### src/rtl/turn_controller_pkg.sv
// rtl/turn_controller_pkg.sv - shared state and player encodings for the chess clock game flow
// Purpose: state enum for the turn FSM, player codes shared with the timer-control
//          stage, and decode helpers used to build the registered outputs.
// Ports:   none (package).
package turn_controller_pkg;

  typedef enum logic [2:0] {
    S_IDLE   = 3'd0,
    S_RUN1   = 3'd1,
    S_RUN2   = 3'd2,
    S_PAUSE1 = 3'd3,
    S_PAUSE2 = 3'd4,
    S_OVER   = 3'd5
  } state_t;

  // Must stay identical to the codes decoded by the timer-control stage.
  localparam logic [1:0] P_NONE = 2'b00;
  localparam logic [1:0] P_ONE  = 2'b01;
  localparam logic [1:0] P_TWO  = 2'b10;

  function automatic logic [1:0] player_of(input state_t s);
    case (s)
      S_RUN1, S_PAUSE1: player_of = P_ONE;
      S_RUN2, S_PAUSE2: player_of = P_TWO;
      default:          player_of = P_NONE;
    endcase
  endfunction

  function automatic logic enable_of(input state_t s);
    enable_of = (s == S_RUN1) || (s == S_RUN2);
  endfunction

endpackage

### src/rtl/turn_controller_button_conditioner.sv
// rtl/turn_controller_button_conditioner.sv - synchronizer, debouncer and rising-edge press detector for one raw button
// Purpose: bring a raw push-button into the clock domain, accept a level change only
//          after it has been stable for DEBOUNCE_CYCLES edges, and emit a one-cycle
//          press pulse on each debounced rising edge.
// Ports:   clk    - system clock
//          reset  - asynchronous active-high reset
//          raw    - raw button level
//          press  - one-cycle pulse on debounced press
module button_conditioner #(
  parameter int SYNC_STAGES     = 2,
  parameter int DEBOUNCE_CYCLES = 1_000_000
) (
  input  logic clk,
  input  logic reset,
  input  logic raw,
  output logic press
);

  // Counter only needs to reach DEBOUNCE_CYCLES-1; the final edge commits the level.
  localparam int CNT_W = (DEBOUNCE_CYCLES > 1) ? $clog2(DEBOUNCE_CYCLES) : 1;
  localparam logic [CNT_W-1:0] CNT_LAST = CNT_W'(DEBOUNCE_CYCLES - 1);

  logic [SYNC_STAGES-1:0] sync_q;
  logic                   s;
  logic                   stable;
  logic                   stable_d;
  logic [CNT_W-1:0]       cnt;

  assign s = sync_q[SYNC_STAGES-1];

  always_ff @(posedge clk or posedge reset) begin
    if (reset) begin
      sync_q <= '0;
    end else begin
      sync_q <= {sync_q[SYNC_STAGES-2:0], raw};
    end
  end

  always_ff @(posedge clk or posedge reset) begin
    if (reset) begin
      stable   <= 1'b0;
      stable_d <= 1'b0;
      cnt      <= '0;
    end else begin
      stable_d <= stable;
      if (s == stable) begin
        cnt <= '0;
      end else if (cnt == CNT_LAST) begin
        stable <= s;
        cnt    <= '0;
      end else begin
        cnt <= cnt + 1'b1;
      end
    end
  end

  assign press = stable & ~stable_d;

endmodule

### src/rtl/turn_controller.sv
// rtl/turn_controller.sv - game-flow master of the chess clock
// Purpose: conditions the four push-buttons, runs the turn/pause/game-over FSM and
//          drives the timer enable and active player, counting completed handovers.
// Ports:   clk, reset (async, active-high)
//          btn_p1, btn_p2, btn_start, btn_new - raw push-buttons
//          timeout1, timeout2                 - per-player time exhausted flags
//          enable, player[1:0]                - timer run control
//          game_over, loser[1:0]              - result of a timeout
//          move_count[MOVE_W-1:0]             - saturating handover count
module turn_controller
  import turn_controller_pkg::*;
#(
  parameter int SYNC_STAGES     = 2,
  parameter int DEBOUNCE_CYCLES = 1_000_000,
  parameter int MOVE_W          = 8
) (
  input  logic              clk,
  input  logic              reset,
  input  logic              btn_p1,
  input  logic              btn_p2,
  input  logic              btn_start,
  input  logic              btn_new,
  input  logic              timeout1,
  input  logic              timeout2,
  output logic              enable,
  output logic [1:0]        player,
  output logic              game_over,
  output logic [1:0]        loser,
  output logic [MOVE_W-1:0] move_count
);

  logic p1_press, p2_press, start_press, new_press;

  button_conditioner #(.SYNC_STAGES(SYNC_STAGES), .DEBOUNCE_CYCLES(DEBOUNCE_CYCLES)) u_btn_p1 (
    .clk(clk), .reset(reset), .raw(btn_p1), .press(p1_press));
  button_conditioner #(.SYNC_STAGES(SYNC_STAGES), .DEBOUNCE_CYCLES(DEBOUNCE_CYCLES)) u_btn_p2 (
    .clk(clk), .reset(reset), .raw(btn_p2), .press(p2_press));
  button_conditioner #(.SYNC_STAGES(SYNC_STAGES), .DEBOUNCE_CYCLES(DEBOUNCE_CYCLES)) u_btn_start (
    .clk(clk), .reset(reset), .raw(btn_start), .press(start_press));
  button_conditioner #(.SYNC_STAGES(SYNC_STAGES), .DEBOUNCE_CYCLES(DEBOUNCE_CYCLES)) u_btn_new (
    .clk(clk), .reset(reset), .raw(btn_new), .press(new_press));

  state_t            state, state_n;
  logic [1:0]        loser_n;
  logic [MOVE_W-1:0] moves_n;
  logic [MOVE_W-1:0] moves_inc;

  // Saturate rather than wrap so a long game never reads as a short one.
  assign moves_inc = (move_count == {MOVE_W{1'b1}}) ? move_count : move_count + MOVE_W'(1);

  always_ff @(posedge clk or posedge reset) begin
    if (reset) begin
      state <= S_IDLE;
    end else begin
      state <= state_n;
    end
  end

  // Priority: new game, then timeout, then active player's handover, then start.
  always_comb begin
    state_n = state;
    loser_n = loser;
    moves_n = move_count;
    if (new_press) begin
      state_n = S_IDLE;
      loser_n = P_NONE;
      moves_n = '0;
    end else begin
      case (state)
        S_IDLE: begin
          if (start_press) state_n = S_RUN1;
        end
        S_RUN1: begin
          if (timeout1) begin
            state_n = S_OVER;
            loser_n = P_ONE;
          end else if (p1_press) begin
            state_n = S_RUN2;
            moves_n = moves_inc;
          end else if (start_press) begin
            state_n = S_PAUSE1;
          end
        end
        S_RUN2: begin
          if (timeout2) begin
            state_n = S_OVER;
            loser_n = P_TWO;
          end else if (p2_press) begin
            state_n = S_RUN1;
            moves_n = moves_inc;
          end else if (start_press) begin
            state_n = S_PAUSE2;
          end
        end
        S_PAUSE1: begin
          if (start_press) state_n = S_RUN1;
        end
        S_PAUSE2: begin
          if (start_press) state_n = S_RUN2;
        end
        S_OVER: begin
          state_n = S_OVER;
        end
        default: begin
          state_n = S_IDLE;
        end
      endcase
    end
  end

  // Outputs are registered from the next state so they align with the state register.
  always_ff @(posedge clk or posedge reset) begin
    if (reset) begin
      enable     <= 1'b0;
      player     <= P_NONE;
      game_over  <= 1'b0;
      loser      <= P_NONE;
      move_count <= '0;
    end else begin
      enable     <= enable_of(state_n);
      player     <= player_of(state_n);
      game_over  <= (state_n == S_OVER);
      loser      <= loser_n;
      move_count <= moves_n;
    end
  end

endmodule

### config.mk
export PLATFORM = sky130hd
export DESIGN_NAME = turn_controller
export DESIGN_NICKNAME = d
export VERILOG_FILES = /design/src/rtl/turn_controller_pkg.sv /design/src/rtl/turn_controller_button_conditioner.sv /design/src/rtl/turn_controller.sv
export SDC_FILE = /design/constraint.sdc
export NUM_CORES = 1
export LEC_CHECK = 0
export ABC_CLOCK_PERIOD_IN_PS = 3700
export CAP_MARGIN = 20
export CORE_MARGIN = 2
export CORE_UTILIZATION = 50
export DETAILED_ROUTE_END_ITERATION = 10
export GPL_TIMING_DRIVEN = 0
export PLACE_DENSITY = 0.7
export SYNTH_ARGS = -nofsm -noshare
export SYNTH_HDL_FRONTEND = slang
export SYNTH_SLANG_ARGS = --single-unit
### constraint.sdc
create_clock -name clk -period 3.7 [get_ports clk]
set_input_delay 0.74 -clock clk [delete_from_list [all_inputs] [get_ports clk]]
set_output_delay 0.74 -clock clk [all_outputs]
set_load 0.1 [all_outputs]
Yosys cells after proc, flatten, opt, wreduce, memory -nomap -nowiden
Index checks and enable logic that the tools add are counted.
{"block": "totals", "word_cells": 106, "input_bits": 8, "regBits": 113}
{"block": "op_classes", "n_reduce_logical": 12, "eq_ne": 25, "bitwise": 12, "n_addsub": 5, "mux": 30}
{"cell": "20-bit 2-to-1 mux", "count": 8}
{"cell": "20-bit by 1-bit adder with 20-bit output, second input constant", "count": 4}
{"cell": "20-bit == test, second input constant", "count": 4}
{"cell": "8-bit 2-to-1 mux", "count": 6}
{"cell": "3-bit 2-to-1 mux", "count": 9}
{"cell": "3-bit inequality test, second input constant", "count": 6}
{"cell": "8-bit one-hot mux with 2 select lines", "count": 1}
{"cell": "3-bit one-hot mux with 5 select lines", "count": 1}
{"cell": "3-bit by 2-bit == test with 1-bit output, second input constant", "count": 4}
{"cell": "3-bit == test, second input constant", "count": 4}
{"cell": "8-bit by 1-bit adder with 8-bit output, second input constant", "count": 1}
{"cell": "8-bit == test, second input constant", "count": 1}
{"cell": "1-bit inverter", "count": 8}
{"cell": "2-bit one-hot mux with 2 select lines", "count": 2}
{"cell": "2-bit AND reduction", "count": 4}
{"cell": "3-bit by 1-bit == test with 1-bit output, second input constant", "count": 2}
{"cell": "2-bit 2-to-1 mux", "count": 3}
{"cell": "2-bit OR reduction", "count": 3}
{"cell": "5-bit AND reduction", "count": 1}
{"cell": "1-bit bitwise AND", "count": 4}
{"cell": "1-bit == test", "count": 4}
{"cell": "3-bit logical NOT", "count": 1}
{"cell": "3-bit AND reduction", "count": 1}
{"cell": "3-bit nonzero test", "count": 1}
{"cell": "1-bit logical OR", "count": 1}

Longest topological paths before layout
Gate-level depths: netlist of the first run.
{"block": "depth", "depth_word": 10, "depth_mapped": 8, "ltp_nobuf": 6}

Cells and area by module
Synthesis of the first run repeated with hierarchy kept, for this count alone.
{"block": "hier_totals", "cells_unflattened": 550, "hier_area_um2": 5711.7}
{"mod": "button_conditioner at u_btn_new ...", "area_each_um2": 1181.1, "cells_per_inst": 110, "n_inst": 3}
{"mod": "button_conditioner at u_btn_p1", "area_each_um2": 1146.1, "cells_per_inst": 111, "n_inst": 1}
{"mod": "turn_controller", "area_each_um2": 1022.2, "cells_per_inst": 109, "n_inst": 1}

Worst setup path before layout of the first run
No wires, ideal clock.
{"block": "synth_timing", "kind": "input-to-reg", "start": "input port timeout1", "end": "register move_count[3]", "setup_slack_ns": 1.616, "cell_stages": 5, "path_buffers": 0, "t_arrival_ns": 2.006, "setup_ns": 0.078, "cell_sequence": "or3b_1 a32oi_2 nand4_2 or3_1 a21oi_1"}
{"block": "synth_between", "elab_chain_len": 2}
{"item": "start, declared", "line": "turn_controller.sv:23", "text": "input logic timeout1,"}
{"item": "3-bit inequality test (no source line)"}
{"item": "5-bit AND reduction (no source line)"}
{"item": "end signal, assigned", "line": "turn_controller.sv:124", "text": "move_count <= moves_n;"}
{"item": "end, declared", "line": "turn_controller.sv:29", "text": "output logic [MOVE_W-1:0] move_count"}
No other way between the ends.
A chain may end at the register's enable or synchronous reset.

Final worst setup path of the first run
{"block": "layout_timing", "start": "register move_count[6]", "end": "output port move_count[6]"}
No word-level cell between the ends.

==> metrics.txt, run 1 <==
Worst VDD drop 0.000431 V; RSZ-0062 raised after global routing false; Worst Setup SP move_count[6]; Synth Cell Area 0.00530 mm²; drt first-iter violations 184; largest net degree at the start of global routing 44; area leader, netlist dfrtp_1; vias per cell 5.33; post-synth cell types 52; Top Family by Delay on Critical Path buffers and inverters; root buf cell clkbuf_8; Buf/Inv on CP 1; wirelength, routed 9780 µm; Worst Hold End u_btn_start.sync_q[1]; FP Rows 37; Hold Path Origin u_btn_start.sync_q[0]; First-pass DRT Iterations 4; PD cells around 460 mW/mm²; first-pass GRT wire length 17,400 µm; worst path cell trace clkdlybuf4s50_1; HPWL Detailed roughly 6600 µm; Slew Viols, Final 0; Crit Reg-Reg Startpoint u_btn_p2.cnt[0]; final net count 578; R2R cell count 8; clock buffer count from CTS 17; antenna violations before repair 0; worst path arrival time 2.14 ns; register-to-register setup slack around 1.6 ns; P&R area growth vs syn 19.0%; # setup viols final 0; # diodes 0; fraction of layout cells with a size suffix above 1 0.0986; Warnings, synthesis 0; H-tree levels 4; Slew headroom 0.350; clock latency on the worst-skew pair 0.51 ns; Tcrit/Tclk final 0.778; Post-synth EDFFs 0; Area contributors post-synth dfrtp_1 (53%), xor2_1 (7.1%), nor2_1 (6.9%); Avg WL per Cell 13.7 µm; crit path kind flop to primary output; reg2reg end u_btn_p2.cnt[11]; run status complete, no violations; Clock Skew slightly below 0.008 ns; Worst Path Max Fanout 6; Tmin final between 2 and 3 ns; HP Class flop to flop; #FFs+latches synth 113; Worst Tran Pin Value 0.972 ns; gpl congestion about 0.77; Pwr Total 2.92 mW; core area roughly 0.010 mm²; Slowest-stage cell, CP clkdlybuf4s50_1; worst slack at placement 0.958 ns; CTS tree built; Primary FF master, synth dfrtp_1; Pleak 2.67 nW; CP Capture Type primary output; startpoint type of the worst setup path flop; initial core utilization 0.513; Resized Gates After CTS 0; Die Span X 107 µm; hold buffers post-CTS 0; io pins 22; DRC 0; f_max around 350 MHz; Post-synth top cells dfrtp_1 (113), nor2_1 (97), xor2_1 (43); Critical Path RT 2.96 ns; # port buffers 21; Remaining Overflow, GRT 0; PnR worst setup slack 0.823 ns; final antenna-violating net count 0; Seq/Total Area, Yosys 0.534; Synth Net Count ~540; CP max stage delay 1.17 ns; clock transition at the registers of the reported paths 0.06 ns; via count 3,807; final hold vios 0; number of global-route vias before repair a little under 4,000; max-cap violations 0; # fillers 803; cell with the most instances after synthesis dfrtp_1; CTS Buffer Depth 2; Post-synth ARST share 1.00; Clock Sinks 113; Syn Inst Count approximately 520; hold depth 0; Yosys top cell area share 0.534; total track usage 0.192; Fin Setup TNS 0 ns; die area 0.0114 mm²; die height 107 µm; synthesized area per cell 10.1 µm²; post-CTS setup buffers 0
-- cell type report --
cell class	instances	area, µm²	share of cell area
clock inverters	14	155	0.0246
repair buffers	23	250	0.0397
plain buffers	11	66.3	0.0105
multi-input cells	381	2330	0.370
well taps	136	170	0.0270
inverters	18	71.3	0.0113
flip-flops and latches	113	2830	0.449
clock buffers	18	428	0.0679
-- report_power, final --
part           switching, mW  internal, mW
combinational         0.0537        0.0299
clock                  0.590         0.982
sequential            0.0138          1.25
total                  0.658          2.26
-- worst max path at each step --
stage / end / slack (ns) / cells past startpoint
5_1_grt: move_count[6] / 0.76 / 1
4_1_cts: move_count[6] / 0.81 / 1
6_report: move_count[6] / 0.82 / 1
3_3_place_gp: u_btn_new.sync_q[0] / 0.55 / 2
3_5_place_dp: move_count[3] / 0.96 / 6
2_1_floorplan: enable / 1.59 / 1
-- metrics by stage --
stage / utilization / area, µm² / instances / hold slack, ns
detailed placement: 0.554 / 5720 / 682 / 0.336
finish: 0.611 / 6300 / 714 / 0.349
global placement: 0.550 / 5680 / 680 / 0.333
CTS: 0.611 / 6300 / 714 / 0.348
global route: 0.611 / 6300 / 714 / 0.367
floorplan: - / 5300 / 523 / 0.331
-- registers in the layout (all words and copies together), names as in the netlist, 2 cells and up --
signal and flops:
loser 2, move_count 8, player 2, state 3, u_btn_new.cnt 20, u_btn_new.sync_q 2, u_btn_p1.cnt 20, u_btn_p1.sync_q 2
u_btn_p2.cnt 20, u_btn_p2.sync_q 2, u_btn_start.cnt 20, u_btn_start.sync_q 2
-- cell usage in the layout, fill, tap and decap left out, drive strengths merged, types with 7 or more instances in the layout --
cell / n
nor2: 97
clkdlybuf4s50: 21
dfrtp: 113
nor4: 9
nand2: 38
inv: 20
or3: 8
and4: 8
nor3: 15
a21oi: 10
buf: 12
nand3: 32
xnor2: 35
clkinv: 7
nand4: 18
o21ai: 8
xor2: 43
and3: 7
clkbuf: 19
-- layer usage --
| layer | global-route usage | up-vias | part of all wire |
|---|---|---|---|
| met2 | 0.325 | 52 | 0.51 |
| met5 | 0 | - | 0 |
| li1 | - | 1871 | - |
| met4 | 0.0798 | 0 | 0.015 |
| met3 | 0.0523 | 13 | 0.030 |
| met1 | 0.233 | 1871 | 0.45 |
-- logic make-up after synthesis --
group,after synthesis,share of synthesized area
AND/OR/NAND/NOR,260,0.249
adder cells (fa/ha/maj),5,0.0118
XOR/XNOR,78,0.129
multiplexers,4,0.00850
AO/OA/AOI/OAI,34,0.0428
buffers and inverters,29,0.0253
flip-flops,113,0.534
Power figures use the tool's default switching activity.
==> inputs of run 2 (changes only) <==
--- a/config.mk
+++ b/config.mk
@@ -5,7 +5,7 @@
 export SDC_FILE = /design/constraint.sdc
 export NUM_CORES = 1
 export LEC_CHECK = 0
-export ABC_CLOCK_PERIOD_IN_PS = 3700
+export ABC_CLOCK_PERIOD_IN_PS = 2450
 export CAP_MARGIN = 20
 export CORE_MARGIN = 2
 export CORE_UTILIZATION = 50
==> constraint.sdc (replaced) <==
create_clock -name clk -period 2.45 [get_ports clk]
set_input_delay 0.49 -clock clk [delete_from_list [all_inputs] [get_ports clk]]
set_output_delay 0.49 -clock clk [all_outputs]
set_load 0.1 [all_outputs]
==> run 2 against run 1 <==
  * Sequential cell count stayed put
  * Worst hold slack better by 0.00083 ns
  * First-iteration DRC count is 3.3% higher
  * Critical path depth stayed put
  * Setup slack worse by 0.70 ns
  * Combinational power is 51% higher
  * Global-route usage hardly changed
  * Clock-buffer cell count stayed put
  * Cell count stayed put
  * Critical path type unchanged
  * Largest cell class unchanged
  * Largest power group unchanged
==> metrics.txt, run 2 (synthesis gave the netlist of run 1 again) <==
HP Class flop to flop; Slew Viols, Final 0 (unchanged); Remaining Overflow, GRT 0 (unchanged); P&R area growth vs syn 18.7%; Worst VDD drop 0.000652 V (+51%); core area 0.0103 mm² (unchanged); initial core utilization 0.513 (unchanged); # diodes 0 (unchanged); drt first-iter violations 190 (+3.3%); largest net degree at the start of global routing 44 (unchanged); PD cells 702 mW/mm² (+51%); Final Core Density 0.609 (-0.00170); number of global-route vias before repair 3,882 (unchanged); Pwr Total 4.41 mW (+51%); post-CTS setup buffers 0 (unchanged); Pleak 2.73 nW (+2.6%); Clock Skew 0.00808 ns (+0.000395 ns); hold buffers post-CTS 0 (unchanged); Top Family by Delay on Critical Path buffers and inverters; RSZ-0062 raised after global routing false; f_max 430 MHz; CTS Buffer Depth 2 (unchanged); die height 107 µm (unchanged); met2 Use GR 0.326 (+0.000455); dpl cells 682 (unchanged); root buf cell clkbuf_8; startpoint type of the worst setup path flop; met3 usage 0.0523 (unchanged); Worst Tran Pin Value 0.962 ns (-0.00967 ns); Slowest-stage cell, CP dlygate4sd2_1; final hold vios 0 (unchanged); First-pass DRT Iterations 4 (unchanged); most common cell after layout, fill and taps aside dfrtp_1; Tcrit/Tclk final 0.950; # port buffers 21 (unchanged); final net count 578 (unchanged); FP Rows 37 (unchanged); Tmin final 2.33 ns; Fin Setup TNS 0 ns (unchanged); Min Hold Slack 0.350 ns (+0.000829 ns); CP max stage delay 0.88 ns (-0.29 ns); worst path arrival time 1.84 ns (-0.30 ns); Critical Path RT 1.96 ns (-1.00 ns); max-cap violations 0 (unchanged); clock buffer count from CTS 17 (unchanged); fraction of layout cells with a size suffix above 1 0.0986 (unchanged); wirelength, routed 9760 µm (-0.22%); Die Span X 107 µm (unchanged); HPWL Detailed 6570 µm (unchanged); Worst Path Max Fanout 6 (unchanged); final antenna-violating net count 0 (unchanged); clock latency on the worst-skew pair 0.51 ns (about the same); crit path kind flop to primary output; Resized Gates After CTS 14 (+14); # setup viols final 0 (unchanged); Clock Sinks 113 (unchanged); DRC 0 (unchanged); first-pass GRT wire length 17,400 µm (+0.12%); gpl congestion 0.771 (unchanged); die area 0.0114 mm² (unchanged); H-tree levels 4 (unchanged); clock transition at the registers of the reported paths 0.06 ns (about the same); most frequent cells in the layout dfrtp_1 (113), nor2_1 (97), xor2_1 (43); Buf/Inv on CP 1 (unchanged); io pins 22 (unchanged); CP Capture Type primary output; GR peak layer met2; Final Instance Count excl. Fillers 714 (unchanged); total track usage 0.193 (about the same); worst path cell trace dlygate4sd2_1; antenna violations before repair 0 (unchanged); run status complete, no violations; Avg WL per Cell 13.7 µm (-0.22%); CTS tree built; # fillers 817 (+1.7%); via count 3,799 (-0.21%); vias per cell 5.32 (-0.21%); Slew headroom 0.361 (+0.0110); GR Util met1 0.233 (unchanged)
[run 2: cell types whose count changed in the layout (fill, tap and decap cells not counted), sizes merged]
cell | before | now
clkdlybuf4s50 | 21 | 7
dlygate4sd2 | 0 | 14
[run 2: layout make-up]
| cell class | instances | area, µm² | share of cell area |
|---|---|---|---|
| Tap cell | 136 | 170 | 0.0271 |
| Timing Repair Buffer | 23 | 233 | 0.0370 |
| Clock buffer | 18 | 428 | 0.0681 |
| Inverter | 18 | 71.3 | 0.0113 |
| Buffer | 11 | 66.3 | 0.0105 |
| Multi-Input combinational cell | 381 | 2330 | 0.371 |
| Sequential cell | 113 | 2830 | 0.450 |
| Clock inverter | 14 | 155 | 0.0247 |
[run 2: path summary, 6_finish.rpt]
| path | cells past startpoint | slack, ns | endpoint | startpoint |
|---|---|---|---|---|
| max | 1 | 0.12 | move_count[6] | move_count[6] |
| min | 0 | 0.35 | u_btn_new.sync_q[1] | u_btn_new.sync_q[0] |
| max reg2reg | 8 | 0.38 | u_btn_p2.cnt[11] | u_btn_p2.cnt[0] |
| min reg2reg | 0 | 0.35 | u_btn_new.sync_q[1] | u_btn_new.sync_q[0] |
| max in group asynchronous | 3 | 1.33 | u_btn_p2.cnt[16] | reset |
| min in group asynchronous | 2 | 0.47 | u_btn_p2.sync_q[1] | reset |
[run 2: layer usage]
layer / wire, µm / vias up / share of wire
met1: 4360 / 1856 / 0.45
met3: 304 / 9 / 0.031
met2: 4980 / 62 / 0.51
met4: 114 / 0 / 0.012
li1: - / 1872 / -
met5: 0 / - / 0
[run 2: per-stage QoR]
| step | worst slack (ns) | cell area [µm²] |
|---|---|---|
| after CTS | 0.0963 | 6290 |
| after global routing | 0.0382 | 6290 |
| after floorplan | 0.445 | 5300 |
| after global placement | -0.448 | 5680 |
| final | 0.123 | 6290 |
| after detailed placement | -0.0420 | 5720 |
[run 2: where the power goes]
group | internal [mW] | switching, mW
Combinational | 0.0451 | 0.0811
Sequential | 1.89 | 0.0208
Clock | 1.48 | 0.889
Total | 3.42 | 0.991
